==> src/rtl/even_parity.sv <==
// Three-bit even-parity generator with a registered, handshaked side path
// that also verifies received parity and keeps saturating word statistics.
module even_parity #(
    parameter int CNT_W = 8
) (
    input  logic             clk,
    input  logic             rst,
    input  logic             x,
    input  logic             y,
    input  logic             z,
    input  logic             in_valid,
    input  logic             chk_en,
    input  logic             chk_bit,
    output logic             result,
    output logic             result_q,
    output logic             out_valid,
    output logic             err_q,
    output logic             stream_par,
    output logic [CNT_W-1:0] word_cnt,
    output logic [CNT_W-1:0] odd_cnt
);

    logic             mismatch;
    logic             word_full;
    logic             odd_full;
    logic [CNT_W-1:0] word_nxt;
    logic [CNT_W-1:0] odd_nxt;

    assign result    = x ^ y ^ z;
    assign mismatch  = chk_en & (chk_bit ^ result);
    assign word_full = &word_cnt;
    assign odd_full  = &odd_cnt;

    // Counters stop at all-ones; each saturates independently.
    always_comb begin
        word_nxt = word_cnt;
        odd_nxt  = odd_cnt;
        if (in_valid && !word_full) begin
            word_nxt = word_cnt + CNT_W'(1);
        end
        if (in_valid && result && !odd_full) begin
            odd_nxt = odd_cnt + CNT_W'(1);
        end
    end

    always_ff @(posedge clk) begin
        if (rst) begin
            result_q   <= 1'b0;
            out_valid  <= 1'b0;
            err_q      <= 1'b0;
            stream_par <= 1'b0;
            word_cnt   <= '0;
            odd_cnt    <= '0;
        end else begin
            out_valid <= in_valid;
            err_q     <= in_valid & mismatch;
            word_cnt  <= word_nxt;
            odd_cnt   <= odd_nxt;
            if (in_valid) begin
                result_q   <= result;
                stream_par <= stream_par ^ result;
            end
        end
    end

endmodule

==> config.mk <==
export PLATFORM = sky130hd
export DESIGN_NAME = even_parity
export DESIGN_NICKNAME = d
export VERILOG_FILES = /design/src/rtl/even_parity.sv
export SDC_FILE = /design/constraint.sdc
export NUM_CORES = 1
export LEC_CHECK = 0
export ABC_AREA = 1
export CAP_MARGIN = 20
export CELL_PAD_IN_SITES_DETAIL_PLACEMENT = 1
export CELL_PAD_IN_SITES_GLOBAL_PLACEMENT = 1
export CORE_UTILIZATION = 30
export CTS_CLUSTER_SIZE = 12
export DETAILED_ROUTE_END_ITERATION = 8
export GPL_TIMING_DRIVEN = 0
export PLACE_DENSITY_LB_ADDON = 0.1
export SYNTH_ARGS = -nofsm -noshare
export SYNTH_HDL_FRONTEND = slang
export SYNTH_SLANG_ARGS = --single-unit
==> constraint.sdc <==
create_clock -name clk -period 1.3 [get_ports clk]
set_clock_uncertainty 0.15 [all_clocks]
set_input_delay 0.13 -clock clk [delete_from_list [all_inputs] [get_ports clk]]
set_output_delay 0.13 -clock clk [all_outputs]
set_load 0.01 [all_outputs]
; ---- Yosys cells after proc, flatten, opt, wreduce, memory -nomap -nowiden
; Index checks and enable logic that the tools add are counted.
[word_totals]
reg_bits = 20
in_bits = 8
elab_cells = 21
[classes]
n_reduce_logical = 7
bitwise = 6
addsub = 2
[op_table]
columns = operator, n
row1 = $add A8 B1 Y8 const B, 2
row2 = $reduce_and A8 Y1, 2
row3 = $xor A1 B1 Y1, 4
row4 = $logic_and A1 B1 Y1, 3
row5 = $and A1 B1 Y1, 2
row6 = $logic_not A1 Y1, 2

; ---- Logic depth before layout (Yosys ltp)
[depth]
depth_word = 5
depth_mapped = 9
mapped_depth_nobuf = 9

; ---- Least setup slack after synthesis
; Ideal clock, no wire load.
[synth_path]
kind = register -> register
start = register odd_cnt[1]
end = register odd_cnt[5]
stages_incl_launch_ff = 9
required_time_ps = 1035
t_arrival_ps = 1191
path_buffers = 0
slack_ps = -156
path_cell_list = dfxtp_1 -> ha_1 -> nand2_2 -> nor2_4 -> nand2_2 -> nand2_2 -> inv_2 -> a21oi_1 -> nor2_1
[synth_between]
elab_chain_cells = 3
elab_cells_between_ends = 4
classes_between = 1 x add/sub / 3 x reduce/logical
[synth_lines]
columns = item, line_no
row1 = start: declaration, 20  ; output logic [CNT_W-1:0] odd_cnt
row2 = start signal: assignment, 58  ; odd_cnt <= odd_nxt;
row3 = "parallel branches: the longest is 3 deep, another holds $add A8 B1 Y8", n/a
; Parallel ways; which one is timed is not known.
; A chain may end at the register's enable or synchronous reset.

; ---- Worst setup path in the final report
[layout_path]
start = register word_cnt[1]
end = register word_cnt[7]
[layout_between]
elab_chain_cells = 3
elab_cells_between_ends = 4
classes_between = 1 x add/sub / 3 x reduce/logical
[layout_lines]
columns = item, line_no
row1 = start: declaration, 19  ; output logic [CNT_W-1:0] word_cnt,
row2 = start signal: assignment, 57  ; word_cnt <= word_nxt;
row3 = "parallel branches: the longest is 3 deep, another holds $add A8 B1 Y8", n/a
; Parallel ways; which one is timed is not known.

==> results.ini <==
[global_route]
grt_pass1_vias = 1305
grt_first_pass_wirelength_um = 5851
antenna_found_initial = 0
overflow = 0
track_usage_pct = 18.15
grt_max_degree = 12

[clock_tree]
cts_buffers = 3
tritoncts = yes
h-tree-depth = 1
cts_root_buf = clkbuf_8
cts.sinks = 20
cts.reportedPaths.clkPinSlew_ns = 0.08
clock_latency_ns = 0.26
ctsLongestPathBuffers = 2

[synthesis]
syn_area_per_cell_um2 = 6.762
ys_warn_count = 0
synthCells = 168
synth_top_area_cell = dfxtp_1
yosysSeqAreaShare_pct = 35.24
synthTopCellsByArea = dfxtp_1 (35%), nand2_1 (15%), nor2_1 (9.3%)
yosysMostFrequentCell = nand2_1
ys_dominant_reg_cell = dfxtp_1
synth-edff-count = 0
ys_seq_elements = 20
yosysUniqueCellTypes = 24
synth_top_area_share_pct = 35.24
synth_fp_nets = 178
ys_async_sr_fraction_pct = 0
synth_common_cells = nand2_1 (45), nor2_1 (28), dfxtp_1 (20), inv_1 (15), nand3_1 (13)
netlist_area_um2 = 1136

[sta]
slew_headroom_pct = 76.19
setup_viol = 14
fin_crit_ns = 1.377
grt_setup_unrepaired = true
finalSetupTns_ns = -0.7225
worst_slew_pin_slew_ns = 0.3571
period_share_pct = 106.0
timing.final.max_slew_violations = 0
hold_viol_final = 0
fmax_mhz = 726.0
setup_ws_ns = -0.07740

[outcome]
violations = setup timing
status = finished with violations

[critical_path]
path_class = reg2reg
required_ns = 1.31
worstPathArrival_ns = 1.38
r2r_cells = 9
worst-path-max-fanout = 7
r2r-end = word_cnt[7]
startpoint_type = flip-flop
reg2reg_slack_ns = -0.08
critPathCaptureType = flip-flop
timing.rr.start = word_cnt[1]

[placed_design]
placed_area_um2 = 1539
post-dp-hpwl_um = 2363
dp.cells = 242
numPortBuffers = 28
gp_congestion = 0.7382

[pwr]
design_power_total_mw = 1.386
pwr-share-seq_pct = 47.0
ir_worst_vdd_mv = 0.5105
p_comb_share_pct = 18.0
p_leak_nw = 0.8065
intPower_mw = 1.009
power.density_nw_per_um2 = 791.5
swShare_pct = 27.21
switchingPower_mw = 0.3772
clockPowerShare_pct = 35.0

[job]
maxCapViolations = 0

[routing]
drtPass1Iterations = 5
drtAntennaViolNets = 0
wire_per_inst_um = 13.06
drt_iter0_drc = 30
vias_per_cell = 4.778
drt-total-wl_um = 3357
num_vias = 1228
drc = 0

[cells_and_area]
utilization_pct = 50.51
nets = 222
layout-drive-gt1-share_pct = 36.02
syn_to_final_growth_pct = 54.18
insertedDiodeCount = 0
design_area_um2 = 1752
final-instance-count-excl-fill = 257

[floorplanning]
die_y_um = 63.54
die_w_um = 63.54
die_area_um2 = 4037
io_pins = 29
initial_core_util_pct = 32.76
core_area_um2 = 3468
core.rowCount = 21

[min_path]
min_path_type = in2reg
min_delay_worst_endpoint = odd_cnt[4]
worstHoldStart = rst
whs_path_depth = 2

## kinds of logic after synthesis
family / after synthesis / share of synthesized area [%]
xor+xnor: 1 / 0.7711
fa+ha+maj: 2 / 2.202
buf+inv: 21 / 7.928
simple gates: 111 / 47.69
flops: 20 / 35.24
compound gates: 13 / 6.168
## power by group through the flow
stage	registers, mW	clock network (mW)	logic (mW)
floorplan	0.680	0	0.107
global placement	0.672	0	0.213
detailed placement	0.674	0	0.222
CTS	0.652	0.503	0.241
global route	0.656	0.530	0.275
finish	0.652	0.485	0.249
## what timing repair did
action / 4_1_cts / 5_1_grt
hold buffers: 0 / 0
gates resized for setup: 57 / 10
pin swaps: 13 / 5
endpoints found under the setup margin: 38 / 18
buffers inserted: 8 / 3
## metal layers
metal	up-vias	global-route usage, %	routed length, um
met5	-	0	0
met4	0	2.557	9
met3	4	2.174	79
met2	24	35.77	1897
met1	588	20.75	1370
li1	612	-	-
## registers in the layout, indices dropped and copies added (netlist names)
register and count:
odd_cnt 8, word_cnt 8, err_q 1, out_valid 1, result_q 1, stream_par 1
## layout by cell type (no fill, tap or decap), drive strengths merged
cell	n
clkdlybuf4s50	2
ha	2
or2	1
and3	1
clkbuf	6
nand2	54
a21oi	9
inv	19
clkdlybuf4s15	4
nor3	2
nand3	16
buf	12
nor2	34
dlygate4sd2	21
xor2	1
o21ai	3
a31oi	1
dfxtp	20
nand4	3
## worst max-delay path, stage by stage (launching register included)
cell and delay, ns:
dfxtp_4 0.37, ha_4 0.17, nand2_4 0.08, nor2_4 0.04
nand2_4 0.13, nand2_8 0.09, nor2_4 0.10, nand2_1 0.05
nand2_1 0.05, nor2_1 0.04
## area by class of cell
cell class                 instances  area (um^2)
multi-input combinational        127        779.5
timing repair buffer              39        340.3
inverter                          19        71.32
tap                               46        57.56
sequential                        20        429.2
buffer                             2        18.77
fill                             445         1717
clock buffer                       4        55.05
## worst max path at each step
stage	startpoint	end	slack, ns	cells past startpoint
global route	word_cnt[1]	word_cnt[7]	-0.16	9
finish	word_cnt[1]	word_cnt[7]	-0.08	9
global placement	x	result	-0.54	6
detailed placement	x	result	-0.58	6
floorplan	odd_cnt[1]	odd_cnt[5]	-0.02	8
CTS	word_cnt[2]	word_cnt[7]	-0.09	7
## metrics by stage
| stage | hold WS, ns | worst slack (ns) |
|---|---|---|
| 3_5_place_dp | 0.3276 | -0.5810 |
| 4_1_cts | 0.2282 | -0.09339 |
| 2_1_floorplan | 0.03936 | -0.01524 |
| 6_report | 0.2146 | -0.07740 |
| 3_3_place_gp | 0.3082 | -0.5376 |
| 5_1_grt | 0.2210 | -0.1565 |
Power figures use the tool's default switching activity.
